[config.mk]
export PLATFORM = sky130hd
export DESIGN_NAME = bit_skip_ctrl_flat
export DESIGN_NICKNAME = d
export VERILOG_FILES = /design/src/rtl/bit_skip_ctrl_if.sv /design/src/rtl/bit_skip_ctrl.sv /design/src/flat_wrapper.sv
export SDC_FILE = /design/constraint.sdc
export NUM_CORES = 1
export LEC_CHECK = 0
export CORE_UTILIZATION = 47
export CTS_CLUSTER_SIZE = 40
export DETAILED_ROUTE_END_ITERATION = 8
export PLACE_DENSITY = 0.87
export REMOVE_ABC_BUFFERS = 1
export SLEW_MARGIN = 20
export SYNTH_ARGS = -nofsm -noshare
export SYNTH_HDL_FRONTEND = slang
export SYNTH_SLANG_ARGS = --single-unit
[constraint.sdc]
create_clock -name cp2 -period 2.95 [get_ports cp2]
set_clock_uncertainty 0.2 [all_clocks]
set_input_delay 0.59 -clock cp2 [delete_from_list [all_inputs] [get_ports cp2]]
set_output_delay 0.59 -clock cp2 [all_outputs]
set_load 0.02 [all_outputs]
[src/rtl/bit_skip_ctrl_if.sv]
// ----------------------------------------------------------------------------
// bit_skip_ctrl_if
//   Bundle between the decoder / bit processor / PC-fetch unit and the
//   skip/branch sequencer (bit_skip_ctrl).
//
//   Decoder side -> sequencer:
//     idc_sbic..idc_brbc  one-hot decoded bit-test instruction in execute
//     bit_test_op_out     condition result (1 = skip/branch taken)
//     next_instr          prefetched word following the current instruction
//     brb_offset          signed 7-bit word offset of BRBS/BRBC
//     pc                  address of the next instruction (current PC+1)
//   Sequencer -> fetch/PC/interrupt logic:
//     flush               replace instruction register with NOP
//     pc_load, pc_new     branch target load
//     irq_inhibit         block interrupt acceptance
//     skip_busy           sequencer not idle
//
//   modport master : the core side that drives decode results
//   modport slave  : the sequencer
// ----------------------------------------------------------------------------
interface bit_skip_ctrl_if #(
    parameter int PC_W = 16
);
    logic            idc_sbic;
    logic            idc_sbis;
    logic            idc_sbrs;
    logic            idc_sbrc;
    logic            idc_brbs;
    logic            idc_brbc;
    logic            bit_test_op_out;
    logic [15:0]     next_instr;
    logic [6:0]      brb_offset;
    logic [PC_W-1:0] pc;

    logic            flush;
    logic            pc_load;
    logic [PC_W-1:0] pc_new;
    logic            irq_inhibit;
    logic            skip_busy;

    modport master (
        output idc_sbic, idc_sbis, idc_sbrs, idc_sbrc, idc_brbs, idc_brbc,
        output bit_test_op_out, next_instr, brb_offset, pc,
        input  flush, pc_load, pc_new, irq_inhibit, skip_busy
    );

    modport slave (
        input  idc_sbic, idc_sbis, idc_sbrs, idc_sbrc, idc_brbs, idc_brbc,
        input  bit_test_op_out, next_instr, brb_offset, pc,
        output flush, pc_load, pc_new, irq_inhibit, skip_busy
    );
endinterface

[src/rtl/bit_skip_ctrl.sv]
// ----------------------------------------------------------------------------
// bit_skip_ctrl
//   Sequences the skip or branch resulting from SBIC/SBIS/SBRS/SBRC/BRBS/BRBC
//   once the bit processor has evaluated the condition:
//     - skips flush one instruction word (two for LDS/STS/JMP/CALL)
//     - taken relative branches reload the PC and flush the fetched word
//     - interrupts are inhibited while a skip or branch is in flight
//
//   Ports:
//     cp2     core clock
//     ireset  asynchronous active-low reset
//     cp2en   clock enable; state and outputs only advance when 1
//     bus     bit_skip_ctrl_if.slave (decode inputs, flush/PC/irq outputs)
// ----------------------------------------------------------------------------
module bit_skip_ctrl #(
    parameter int PC_W = 16
) (
    input  logic            cp2,
    input  logic            ireset,
    input  logic            cp2en,
    bit_skip_ctrl_if.slave  bus
);

    typedef enum logic [1:0] {
        IDLE     = 2'd0,
        SKIP1    = 2'd1,
        SKIP2    = 2'd2,
        BR_TAKEN = 2'd3
    } state_t;

    state_t          state;
    logic            two_word;
    logic [PC_W-1:0] pc_new_q;
    logic            flush_q;
    logic            pc_load_q;
    logic            busy_q;

    logic            is_branch;
    logic            is_skip;
    logic            next_is_two_word;
    logic [PC_W-1:0] branch_target;

    assign is_branch = bus.idc_brbs | bus.idc_brbc;
    assign is_skip   = bus.idc_sbic | bus.idc_sbis | bus.idc_sbrs | bus.idc_sbrc;

    // LDS/STS (1001 00xd dddd 0000) and JMP/CALL (1001 010k kkkk 11xk) carry a
    // second word that must be flushed as well.
    assign next_is_two_word = ((bus.next_instr & 16'hFC0F) == 16'h9000) ||
                              ((bus.next_instr & 16'hFE0C) == 16'h940C);

    // Target arithmetic wraps naturally at PC_W bits.
    assign branch_target = bus.pc + {{(PC_W-7){bus.brb_offset[6]}}, bus.brb_offset};

    // Outputs are flops that are loaded together with the state, so they are
    // always exactly the decode of the current state and glitch-free.
    always_ff @(posedge cp2 or negedge ireset) begin
        if (!ireset) begin
            state     <= IDLE;
            two_word  <= 1'b0;
            pc_new_q  <= '0;
            flush_q   <= 1'b0;
            pc_load_q <= 1'b0;
            busy_q    <= 1'b0;
        end else if (cp2en) begin
            // NOTE: defaults first, overridden below; with non-blocking
            // assignments the last one executed in the block wins.
            flush_q   <= 1'b0;
            pc_load_q <= 1'b0;
            busy_q    <= 1'b0;

            case (state)
                IDLE: begin
                    // A branch strobe owns the decision even if a skip strobe
                    // is also (erroneously) present.
                    if (is_branch) begin
                        if (bus.bit_test_op_out) begin
                            state     <= BR_TAKEN;
                            pc_new_q  <= branch_target;
                            flush_q   <= 1'b1;
                            pc_load_q <= 1'b1;
                            busy_q    <= 1'b1;
                        end
                    end else if (is_skip && bus.bit_test_op_out) begin
                        state    <= SKIP1;
                        two_word <= next_is_two_word;
                        flush_q  <= 1'b1;
                        busy_q   <= 1'b1;
                    end
                end

                SKIP1: begin
                    if (two_word) begin
                        state   <= SKIP2;
                        flush_q <= 1'b1;
                        busy_q  <= 1'b1;
                    end else begin
                        state <= IDLE;
                    end
                end

                SKIP2:    state <= IDLE;
                BR_TAKEN: state <= IDLE;
                default:  state <= IDLE;
            endcase
        end
    end

    assign bus.flush       = flush_q;
    assign bus.pc_load     = pc_load_q;
    assign bus.pc_new      = pc_new_q;
    assign bus.irq_inhibit = busy_q;
    assign bus.skip_busy   = busy_q;

endmodule

[src/flat_wrapper.sv]
// flat-port wrapper written by rule: the top's interface ports become plain ports
module bit_skip_ctrl_flat 
#(
    parameter int PC_W = 16
)
  (cp2, ireset, cp2en, bus_idc_sbic, bus_idc_sbis, bus_idc_sbrs, bus_idc_sbrc, bus_idc_brbs, bus_idc_brbc, bus_bit_test_op_out, bus_next_instr, bus_brb_offset, bus_pc, bus_flush, bus_pc_load, bus_pc_new, bus_irq_inhibit, bus_skip_busy);
  bit_skip_ctrl_if #(.PC_W(PC_W)) bus_i ();
  input  logic cp2;
  input  logic ireset;
  input  logic cp2en;
  input wire logic [$bits(bus_i.idc_sbic)-1:0] bus_idc_sbic;
  input wire logic [$bits(bus_i.idc_sbis)-1:0] bus_idc_sbis;
  input wire logic [$bits(bus_i.idc_sbrs)-1:0] bus_idc_sbrs;
  input wire logic [$bits(bus_i.idc_sbrc)-1:0] bus_idc_sbrc;
  input wire logic [$bits(bus_i.idc_brbs)-1:0] bus_idc_brbs;
  input wire logic [$bits(bus_i.idc_brbc)-1:0] bus_idc_brbc;
  input wire logic [$bits(bus_i.bit_test_op_out)-1:0] bus_bit_test_op_out;
  input wire logic [$bits(bus_i.next_instr)-1:0] bus_next_instr;
  input wire logic [$bits(bus_i.brb_offset)-1:0] bus_brb_offset;
  input wire logic [$bits(bus_i.pc)-1:0] bus_pc;
  output wire logic [$bits(bus_i.flush)-1:0] bus_flush;
  output wire logic [$bits(bus_i.pc_load)-1:0] bus_pc_load;
  output wire logic [$bits(bus_i.pc_new)-1:0] bus_pc_new;
  output wire logic [$bits(bus_i.irq_inhibit)-1:0] bus_irq_inhibit;
  output wire logic [$bits(bus_i.skip_busy)-1:0] bus_skip_busy;
  assign bus_i.idc_sbic = bus_idc_sbic;
  assign bus_i.idc_sbis = bus_idc_sbis;
  assign bus_i.idc_sbrs = bus_idc_sbrs;
  assign bus_i.idc_sbrc = bus_idc_sbrc;
  assign bus_i.idc_brbs = bus_idc_brbs;
  assign bus_i.idc_brbc = bus_idc_brbc;
  assign bus_i.bit_test_op_out = bus_bit_test_op_out;
  assign bus_i.next_instr = bus_next_instr;
  assign bus_i.brb_offset = bus_brb_offset;
  assign bus_i.pc = bus_pc;
  assign bus_flush = bus_i.flush;
  assign bus_pc_load = bus_i.pc_load;
  assign bus_pc_new = bus_i.pc_new;
  assign bus_irq_inhibit = bus_i.irq_inhibit;
  assign bus_skip_busy = bus_i.skip_busy;
  bit_skip_ctrl #(.PC_W(PC_W)) u_core (.cp2(cp2), .ireset(ireset), .cp2en(cp2en), .bus(bus_i));
endmodule
==> impl_metrics.py, run 1 <==
metrics = {
    "floorplanning": {
        "start_util_pct": 49.6,
        "die_height_um": 61.8,
        "die_w_um": 61.8,
        "ios": 69,
        "core_area_um2": 3390,
        "num_rows": 21,
        "die_area_um2": 3820,
    },
    "sta": {
        "slew-limit-headroom_pct": 58.5,
        "hold_viol": 0,
        "period_needed_ps": 2700,
        "finalSetupViolations": 0,
        "max_freq_ghz": 0.370,
        "fin_crit_sh_pct": 91.7,
        "whs_ps": 291,
        "worst_pin_slew_ps": 614,
        "rsz0062_at_grt": "false",
        "finalSetupTns_ps": 0,
        "slew_viol_final": 0,
    },
    "setup_path": {
        "cp_num_buf_inv": 2,
        "critPathLaunch": "bus_pc[0]",
        "criticalPathCategory": "in -> reg",
        "r2r_slack_ps": 890,
        "slowest_delay_ps": 410,
        "critPathTopFamily": "compound AO/OA/AOI/OAI gates",
        "rr_endpoint": "u_core.bus.pc_new[14]",
        "start_kind": "primary input",
        "path_max_fanout": 3,
        "cp.required_ps": 2990,
        "arrival_ps": 2740,
        "endpoint_kind": "flop",
        "r2r-start": "u_core.state[1]",
        "endpoint": "u_core.bus.pc_new[14]",
        "path_depth": 9,
        "reg2reg_depth": 6,
        "critPathSlowestCell": "fa_1",
        "cp_cell_sequence": "clkdlybuf4s50_1 > ha_1 > fa_1 > a21oi_1 > o211ai_1 > buf_4 > a311oi_1 > mux2i_1 > nand3_1",
    },
    "final_layout": {
        "syn_to_final_growth_pct": 46.9,
        "drive_gt1_share_pct": 7.27,
        "n_fill_cell": 261,
        "fin_cells": 321,
        "diodes": 0,
        "final_area_um2": 2470,
        "fin_nets": 341,
        "multiInputGateArea_um2": 1090,
        "seqCellArea_um2": 526,
    },
    "placement": {
        "placed_cells": 317,
        "placed_cell_area_um2": 2440,
        "io_buffer_count": 63,
        "gp_congestion": 0.845,
        "hpwl_um": 3390,
    },
    "pwr": {
        "ir_drop_mv": 0.220,
        "finalPower_mw": 1.42,
        "power_density_nw_per_um2": 575,
        "leakagePower_nw": 1.08,
    },
    "synth": {
        "yosysTopAreaCell": "dfrtp_1",
        "syn_area_um2": 1680,
        "synth_common_cells": "nand2_1, dfrtp_1, o21ai_0, a21oi_1, ha_1",
        "synth_top_cell_area_share_pct": 31.3,
        "synth_edf_count": 0,
        "ys_types": 45,
        "yosys_warnings": 0,
        "async_flop_share_pct": 100,
        "ys_seq_elements": 21,
        "post_synth.cell_area_avg_um2": 8.37,
        "ys_top_cells_by_area": "dfrtp_1, ha_1, nand2_1",
        "synth_most_common_cell": "nand2_1",
        "synth_seq_area_share_pct": 31.3,
        "synthFlopType": "dfrtp_1",
        "syn_inst": 201,
    },
    "grt": {
        "grt-ovfl-total": 0,
        "grt_pass1_vias": 1542,
        "grt_pass1_wl_um": 6520,
        "antenna_found_initial": 0,
        "grtUsageTotal_pct": 22.8,
        "grt_max_degree": 23,
    },
    "clock_tree": {
        "path_clk_slew_ps": 110,
        "htreeDepth": 1,
        "root_buffer": "clkbuf_4",
        "clock_path_buffers": 2,
        "cts_hold_buf": 0,
        "post_cts_resized": 0,
        "cts_setup_buffers": 0,
        "cts_tree": "yes",
        "cts.sinks": 21,
        "cts-buffers-inserted": 3,
        "clkLatencyLatePin_ps": 290,
    },
    "route": {
        "via_per_inst": 5.55,
        "routedWlPerCell_um": 12.9,
        "routed_wirelength_um": 4140,
        "drt-initial-drc-count": 76,
        "route.detailed.drc": 0,
        "first_pass_iters": 4,
        "via_count": 1780,
        "ant_nets": 0,
    },
    "status": {
        "outcome": "complete, no violations",
    },
    "job": {
        "drv_cap": 0,
    },
    "worst_hold_path": {
        "hold_class": "reg -> reg",
    },
}
## power by group
| part | internal, mW | leakage, nW | total, mW | switching, mW |
|---|---|---|---|---|
| logic | 0.402 | 0.808 | 0.804 | 0.402 |
| clock network | 0.0526 | 0.0150 | 0.137 | 0.0845 |
| registers | 0.411 | 0.262 | 0.479 | 0.0679 |
## worst reg2reg max path, stage by stage (launching register included)
cell      delay, ps
dfrtp_1         420
or3b_4          430
or2_1           280
buf_4           170
a311oi_1        280
mux2i_1         130
nand3_1          90
## routing by layer
| metal | vias up | wire, um | global-route usage [%] |
|---|---|---|---|
| li1 | 894 | - | - |
| met1 | 833 | 1890 | 28.6 |
| met2 | 46 | 2020 | 39.5 |
| met3 | 7 | 177 | 3.31 |
| met4 | 0 | 60 | 8.89 |
| met5 | - | 0 | 0 |
## sequential cells by signal, indices dropped and copies added (netlist names)
signal / cells
u_core.bus.flush: 1
u_core.bus.pc_load: 1
u_core.bus.pc_new: 16
u_core.state: 2
u_core.two_word: 1
## cells by family (layout without fill, tap and decap cells)
| kind of cell | Yosys count | count (layout) | synth area share [%] |
|---|---|---|---|
| buffers and inverters | 15 | 89 | 3.87 |
| adders and majority gates | 16 | 16 | 12.4 |
| xor gates and xnor gates | 8 | 8 | 4.17 |
| muxes | 3 | 3 | 1.86 |
| DFF | 21 | 21 | 31.2 |
| and+or+nand+nor | 71 | 71 | 21.2 |
| AOI/OAI and AO/OA | 67 | 67 | 25.3 |
## placed cells by master, fill, tap and decap left out, types with 3 or more instances in the layout
cell type and instances:
nor2_1 7, nand2_1 30, nand4_1 5, clkdlybuf4s50_1 63
xor2_1 6, dfrtp_1 21, nand2b_1 3, buf_4 15
o31ai_1 3, o211ai_1 6, clkbuf_4 3, inv_1 7
ha_1 15, o21ai_0 21, a21oi_1 17, nand3_1 8
a21o_1 5
## final cells by class
class	count	share of cell area, %
clock buffer	4	1.06
timing repair buffer	78	30.1
sequential	21	21.3
multi-input combinational	165	44.2
inverter	7	1.06
tap	46	2.33
## worst min path at each step
stage / startpoint / to / slack [ps] / depth (start not counted)
floorplan: ireset / u_core.bus.flush / 90 / 0
global placement: u_core.bus.pc_new[1] / u_core.bus.pc_new[1] / 260 / 2
detailed placement: u_core.bus.pc_new[10] / u_core.bus.pc_new[10] / 270 / 2
CTS: u_core.bus.pc_new[10] / u_core.bus.pc_new[10] / 300 / 2
global route: u_core.bus.pc_new[12] / u_core.bus.pc_new[12] / 320 / 2
finish: u_core.bus.pc_new[12] / u_core.bus.pc_new[12] / 290 / 2
## through the flow
| step | util, % | worst slack [ps] |
|---|---|---|
| 2_1_floorplan | - | 568 |
| 3_3_place_gp | 72.1 | 42.3 |
| 3_5_place_dp | 72.1 | -48.7 |
| 4_1_cts | 72.9 | 245 |
| 5_1_grt | 72.9 | 115 |
| 6_report | 72.9 | 246 |
Note: power is estimated with default switching activity, not from simulation.
==> run 2: changes to the inputs <==
--- a/config.mk
+++ b/config.mk
@@ -5,10 +5,11 @@
 export SDC_FILE = /design/constraint.sdc
 export NUM_CORES = 1
 export LEC_CHECK = 0
-export CORE_UTILIZATION = 47
+export ABC_AREA = 1
+export CORE_UTILIZATION = 48
 export CTS_CLUSTER_SIZE = 40
 export DETAILED_ROUTE_END_ITERATION = 8
-export PLACE_DENSITY = 0.87
+export PLACE_DENSITY = 0.86
 export REMOVE_ABC_BUFFERS = 1
 export SLEW_MARGIN = 20
 export SYNTH_ARGS = -nofsm -noshare
==> impl_metrics.py, run 2 <==
metrics = {
    "synth": {
        "ys_top_cells_by_area": "dfrtp_1, nand2_1, ha_1",
        "yosys_warnings": 0,
        "synth_top_cell_area_share_pct": 28.3,
        "synth_edf_count": 0,
        "syn_area_um2": 1860,
        "post_synth.cell_area_avg_um2": 6.57,
        "ys_seq_elements": 21,
        "ys_types": 30,
        "async_flop_share_pct": 100,
        "synth_most_common_cell": "nand2_1",
        "syn_inst": 283,
        "synthFlopType": "dfrtp_1",
        "yosysTopAreaCell": "dfrtp_1",
        "synth_common_cells": "nand2_1, inv_1, dfrtp_1, nand3_1, ha_1",
        "synth_seq_area_share_pct": 28.3,
    },
    "route": {
        "via_per_inst": 4.87,
        "routedWlPerCell_um": 10.6,
        "first_pass_iters": 4,
        "route.detailed.drc": 0,
        "routed_wirelength_um": 4160,
        "ant_nets": 0,
        "drt-initial-drc-count": 92,
        "via_count": 1917,
    },
    "sta": {
        "worst_pin_slew_ps": 394,
        "slew-limit-headroom_pct": 73.7,
        "period_needed_ps": 2530,
        "hold_viol": 0,
        "whs_ps": 283,
        "slew_viol_final": 0,
        "finalSetupViolations": 0,
        "finalSetupTns_ps": 0,
        "rsz0062_at_grt": "false",
        "fin_crit_sh_pct": 85.6,
        "max_freq_ghz": 0.396,
    },
    "setup_path": {
        "start_kind": "primary input",
        "critPathLaunch": "bus_brb_offset[6]",
        "endpoint_kind": "flop",
        "critPathSlowestCell": "clkdlybuf4s50_1",
        "slowest_delay_ps": 620,
        "criticalPathCategory": "in -> reg",
        "cp_cell_sequence": "clkdlybuf4s50_1 > ha_1 > nand2_1 > inv_1 > nand2_1 > nor3_1 > nand2_1 > nand2_1 > nand2_1 > nand3_1 > nand2_1",
        "path_common_cell": "nand2_1",
        "r2r-start": "u_core.state[1]",
        "path_max_fanout": 10,
        "arrival_ps": 2480,
        "cp.required_ps": 2900,
    },
    "clock_tree": {
        "post_cts_resized": 0,
        "htreeDepth": 1,
        "cts_setup_buffers": 0,
        "clock_path_buffers": 2,
        "clkLatencyLatePin_ps": 260,
        "cts-buffers-inserted": 3,
        "root_buffer": "clkbuf_8",
        "cts_hold_buf": 0,
        "path_clk_slew_ps": 70,
        "cts.sinks": 21,
        "cts_tree": "yes",
    },
    "floorplanning": {
        "ios": 69,
        "num_rows": 22,
        "core_area_um2": 3690,
        "die_height_um": 64.2,
        "die_w_um": 64.2,
        "die_area_um2": 4130,
        "start_util_pct": 50.4,
    },
    "pwr": {
        "ir_drop_mv": 0.294,
        "finalPower_mw": 1.58,
        "seqPwrFrac_pct": 32.0,
        "swShare_pct": 40.8,
        "leakagePower_nw": 1.37,
        "p_sw_uw": 644,
        "clockPowerShare_pct": 11.6,
        "intPower_uw": 933,
        "power_density_nw_per_um2": 617,
        "comb_power_share_pct": 56.4,
    },
    "job": {
        "drv_cap": 0,
    },
    "worst_hold_path": {
        "hp-start": "u_core.bus.pc_load",
        "hold_class": "reg -> reg",
    },
    "placement": {
        "hpwl_um": 3480,
        "placed_cell_area_um2": 2510,
        "placed_cells": 390,
        "io_buffer_count": 63,
        "gp_congestion": 0.905,
    },
    "status": {
        "outcome": "complete, no violations",
    },
    "final_layout": {
        "n_fill_cell": 321,
        "fin_nets": 412,
        "seqCellArea_um2": 526,
        "syn_to_final_growth_pct": 37.6,
        "diodes": 0,
        "final_common_cell": "nand2_1",
        "fin_cells": 394,
        "multiInputGateArea_um2": 1130,
        "largest_reg_flops": 16,
        "final_area_um2": 2560,
        "mostFrequentLayoutCells": "nand2_1, clkdlybuf4s50_1, inv_1, nand3_1, dfrtp_1",
        "drive_gt1_share_pct": 4.62,
    },
    "grt": {
        "grt_max_degree": 22,
        "grtUsageTotal_pct": 21.6,
        "grt-ovfl-total": 0,
        "grt_pass1_vias": 1746,
        "grt_pass1_wl_um": 7140,
        "antenna_found_initial": 0,
    },
}
==> run 2: layout make-up <==
cell class,count,share of cell area [%]
Inverter,41,6.01
Tap cell,48,2.35
Sequential cell,21,20.5
Timing Repair Buffer,64,24.9
Multi-Input combinational cell,216,44.4
Clock inverter,1,0.196
Clock buffer,3,1.61
==> run 2: stage by stage <==
stage / util, % / setup WS [ps]
after floorplan: - / 874
final: 69.4 / 424
after detailed placement: 68.1 / 153
after global routing: 69.4 / 196
after CTS: 69.4 / 421
after global placement: 68.1 / 241
==> run 2: logic make-up (layout without fill, tap and decap cells) <==
logic type	count (synthesis)	count (layout)	share of synthesized area [%]
adders and majority gates	16	16	11.2
and+or+nand+nor	180	180	42.6
buffers and inverters	46	109	10.7
AOI/OAI and AO/OA	15	15	4.91
DFF	21	21	28.3
xor gates and xnor gates	5	5	2.36
==> run 2: power by group through the flow <==
stage                     sequential, mW  clock [mW]  combinational, mW
after global placement             0.503           0              0.868
after global routing               0.517       0.204              0.973
after detailed placement           0.509           0              0.891
final                              0.505       0.183              0.890
after CTS                          0.504       0.187              0.898
after floorplan                    0.661           0              0.335
==> run 2: path summary, 6_finish.rpt <==
kind | end | slack, ps | cells after the start
worst max-delay path | u_core.bus.pc_new[14] | 420 | 11
worst min-delay path | u_core.bus.pc_load | 280 | 2
worst max register to register | u_core.bus.pc_new[4] | 1220 | 8
worst min register to register | u_core.bus.pc_load | 280 | 2
max in group asynchronous | u_core.bus.pc_new[14] | 1880 | 2
min in group asynchronous | u_core.bus.pc_new[0] | 460 | 2
==> run 2: per-layer routing <==
metal / share of wire [%] / global-route usage, % / up-vias
li1: - / - / 1010
met1: 46 / 26.7 / 850
met2: 49 / 38.3 / 49
met3: 3.6 / 1.79 / 8
met4: 1.7 / 9.17 / 0
met5: 0 / 0 / -
==> run 2: worst max-delay path: cells and delay by family <==
kind                       cells  cell delay, ps
and+or+nand+nor                8             690
adders and majority gates      1             500
buffers and inverters          2             700
==> run 3: changes to the inputs <==
--- a/config.mk
+++ b/config.mk
@@ -9,6 +9,7 @@
 export CORE_UTILIZATION = 48
 export CTS_CLUSTER_SIZE = 40
 export DETAILED_ROUTE_END_ITERATION = 8
+export GPL_TIMING_DRIVEN = 0
 export PLACE_DENSITY = 0.86
 export REMOVE_ABC_BUFFERS = 1
 export SLEW_MARGIN = 20
==> impl_metrics.py, run 3 (synthesized netlist as in run 2, its figures left out) <==
metrics = {
    "sta": {
        "finalSetupViolations": 0,
        "slew_viol_final": 0,
        "slew-limit-headroom_pct": 40.1,
        "finalSetupTns_ps": 0,
        "rsz0062_at_grt": "false",
        "max_freq_ghz": 0.400,
        "period_needed_ps": 2500,
        "fin_ws_ps": 449,
        "fin_crit_sh_pct": 84.8,
        "hold_viol": 0,
        "worst_pin_slew_ps": 896,
    },
    "floorplanning": {
        "start_util_pct": 50.4,
        "die_w_um": 64.2,
        "ios": 69,
        "num_rows": 22,
        "die_height_um": 64.2,
        "core_area_um2": 3690,
        "die_area_um2": 4130,
    },
    "route": {
        "routedWlPerCell_um": 9.93,
        "via_per_inst": 4.79,
        "route.detailed.drc": 0,
        "drt-initial-drc-count": 104,
        "via_count": 1882,
        "first_pass_iters": 4,
        "ant_nets": 0,
        "routed_wirelength_um": 3900,
    },
    "job": {
        "drv_cap": 0,
    },
    "clock_tree": {
        "post_cts_resized": 0,
        "cts.sinks": 21,
        "clock_path_buffers": 2,
        "clkLatencyLatePin_ps": 250,
        "cts_setup_buffers": 0,
        "htreeDepth": 1,
        "root_buffer": "clkbuf_8",
        "cts_hold_buf": 0,
        "path_clk_slew_ps": 70,
        "cts-buffers-inserted": 3,
        "cts_tree": "yes",
    },
    "grt": {
        "antenna_found_initial": 0,
        "grt_pass1_wl_um": 6930,
        "grt-ovfl-total": 0,
        "grtUsageTotal_pct": 20.7,
        "grt_max_degree": 22,
        "grt_pass1_vias": 1711,
    },
    "final_layout": {
        "largest_reg_flops": 16,
        "mostFrequentLayoutCells": "nand2_1, clkdlybuf4s50_1, inv_1, nand3_1, dfrtp_1",
        "fin_nets": 411,
        "n_fill_cell": 328,
        "syn_to_final_growth_pct": 37.2,
        "diodes": 0,
        "final_common_cell": "nand2_1",
        "final_util_pct": 69.2,
        "fin_cells": 393,
        "final_area_um2": 2550,
        "drive_gt1_share_pct": 4.35,
    },
    "worst_hold_path": {
        "hold_class": "reg -> reg",
        "hp-start": "u_core.bus.pc_new[15]",
    },
    "placement": {
        "gp_congestion": 0.892,
        "placed_cells": 389,
        "io_buffer_count": 63,
        "placed_cell_area_um2": 2500,
        "post-place-ws_ps": 206,
        "hpwl_um": 3390,
    },
    "pwr": {
        "leakagePower_nw": 1.37,
        "power_density_nw_per_um2": 612,
        "ir_drop_mv": 0.231,
    },
    "setup_path": {
        "criticalPathCategory": "in -> reg",
        "r2r-start": "u_core.state[1]",
        "path_max_fanout": 10,
        "arrival_ps": 2440,
        "endpoint_kind": "flop",
        "critPathLaunch": "bus_brb_offset[6]",
        "cp.required_ps": 2890,
        "start_kind": "primary input",
    },
    "status": {
        "outcome": "complete, no violations",
    },
}
## run 3: cell count changes in the layout (fill, tap and decap cells not counted)
cell,before,now
buf_4,1,0
## run 3: worst paths after layout
kind	end	slack, ps	cells after the start
max	u_core.bus.pc_new[14]	450	11
min reg2reg	u_core.bus.pc_new[15]	280	2
max reg2reg	u_core.bus.pc_new[4]	1280	8
min in group asynchronous	u_core.bus.pc_new[2]	640	1
min	u_core.bus.pc_new[15]	280	2
max in group asynchronous	u_core.bus.flush	1350	1
## run 3: worst max-delay path, stage by stage
cell and delay (ps):
clkdlybuf4s50_1 610, ha_1 480, nand2_1 90, inv_1 80
nand2_1 90, nor3_1 170, nand2_1 100, nand2_1 70
nand2_1 50, nand3_1 70, nand2_1 50
## run 3: power by group
group	switching, mW	leakage (nW)	internal [mW]
logic	0.468	1.08	0.417
registers	0.0796	0.263	0.421
clock network	0.0825	0.0255	0.0936
## run 3: stage by stage
stage	power (mW)	hold slack (ps)
after detailed placement	1.40	267
after floorplan	0.996	94.4
final	1.56	283
after global placement	1.37	255
after CTS	1.58	286
after global routing	1.69	307
## run 3: area by class of cell
cell class | count | area [um2] | area share, %
clock inverter | 1 | 5.00 | 0.196
inverter | 41 | 154 | 6.03
clock buffer | 3 | 41.3 | 1.62
sequential | 21 | 526 | 20.6
multi-input combinational | 216 | 1130 | 44.5
tap | 48 | 60.1 | 2.35
timing repair buffer | 63 | 631 | 24.7
## run 3: per-layer routing
layer	vias to the layer above	GRT usage (%)	share of wire, %
met5	-	0	0
met4	0	5.28	0.56
met3	4	1.79	4.5
met2	52	37.4	49
met1	823	26.2	46
li1	1003	-	-
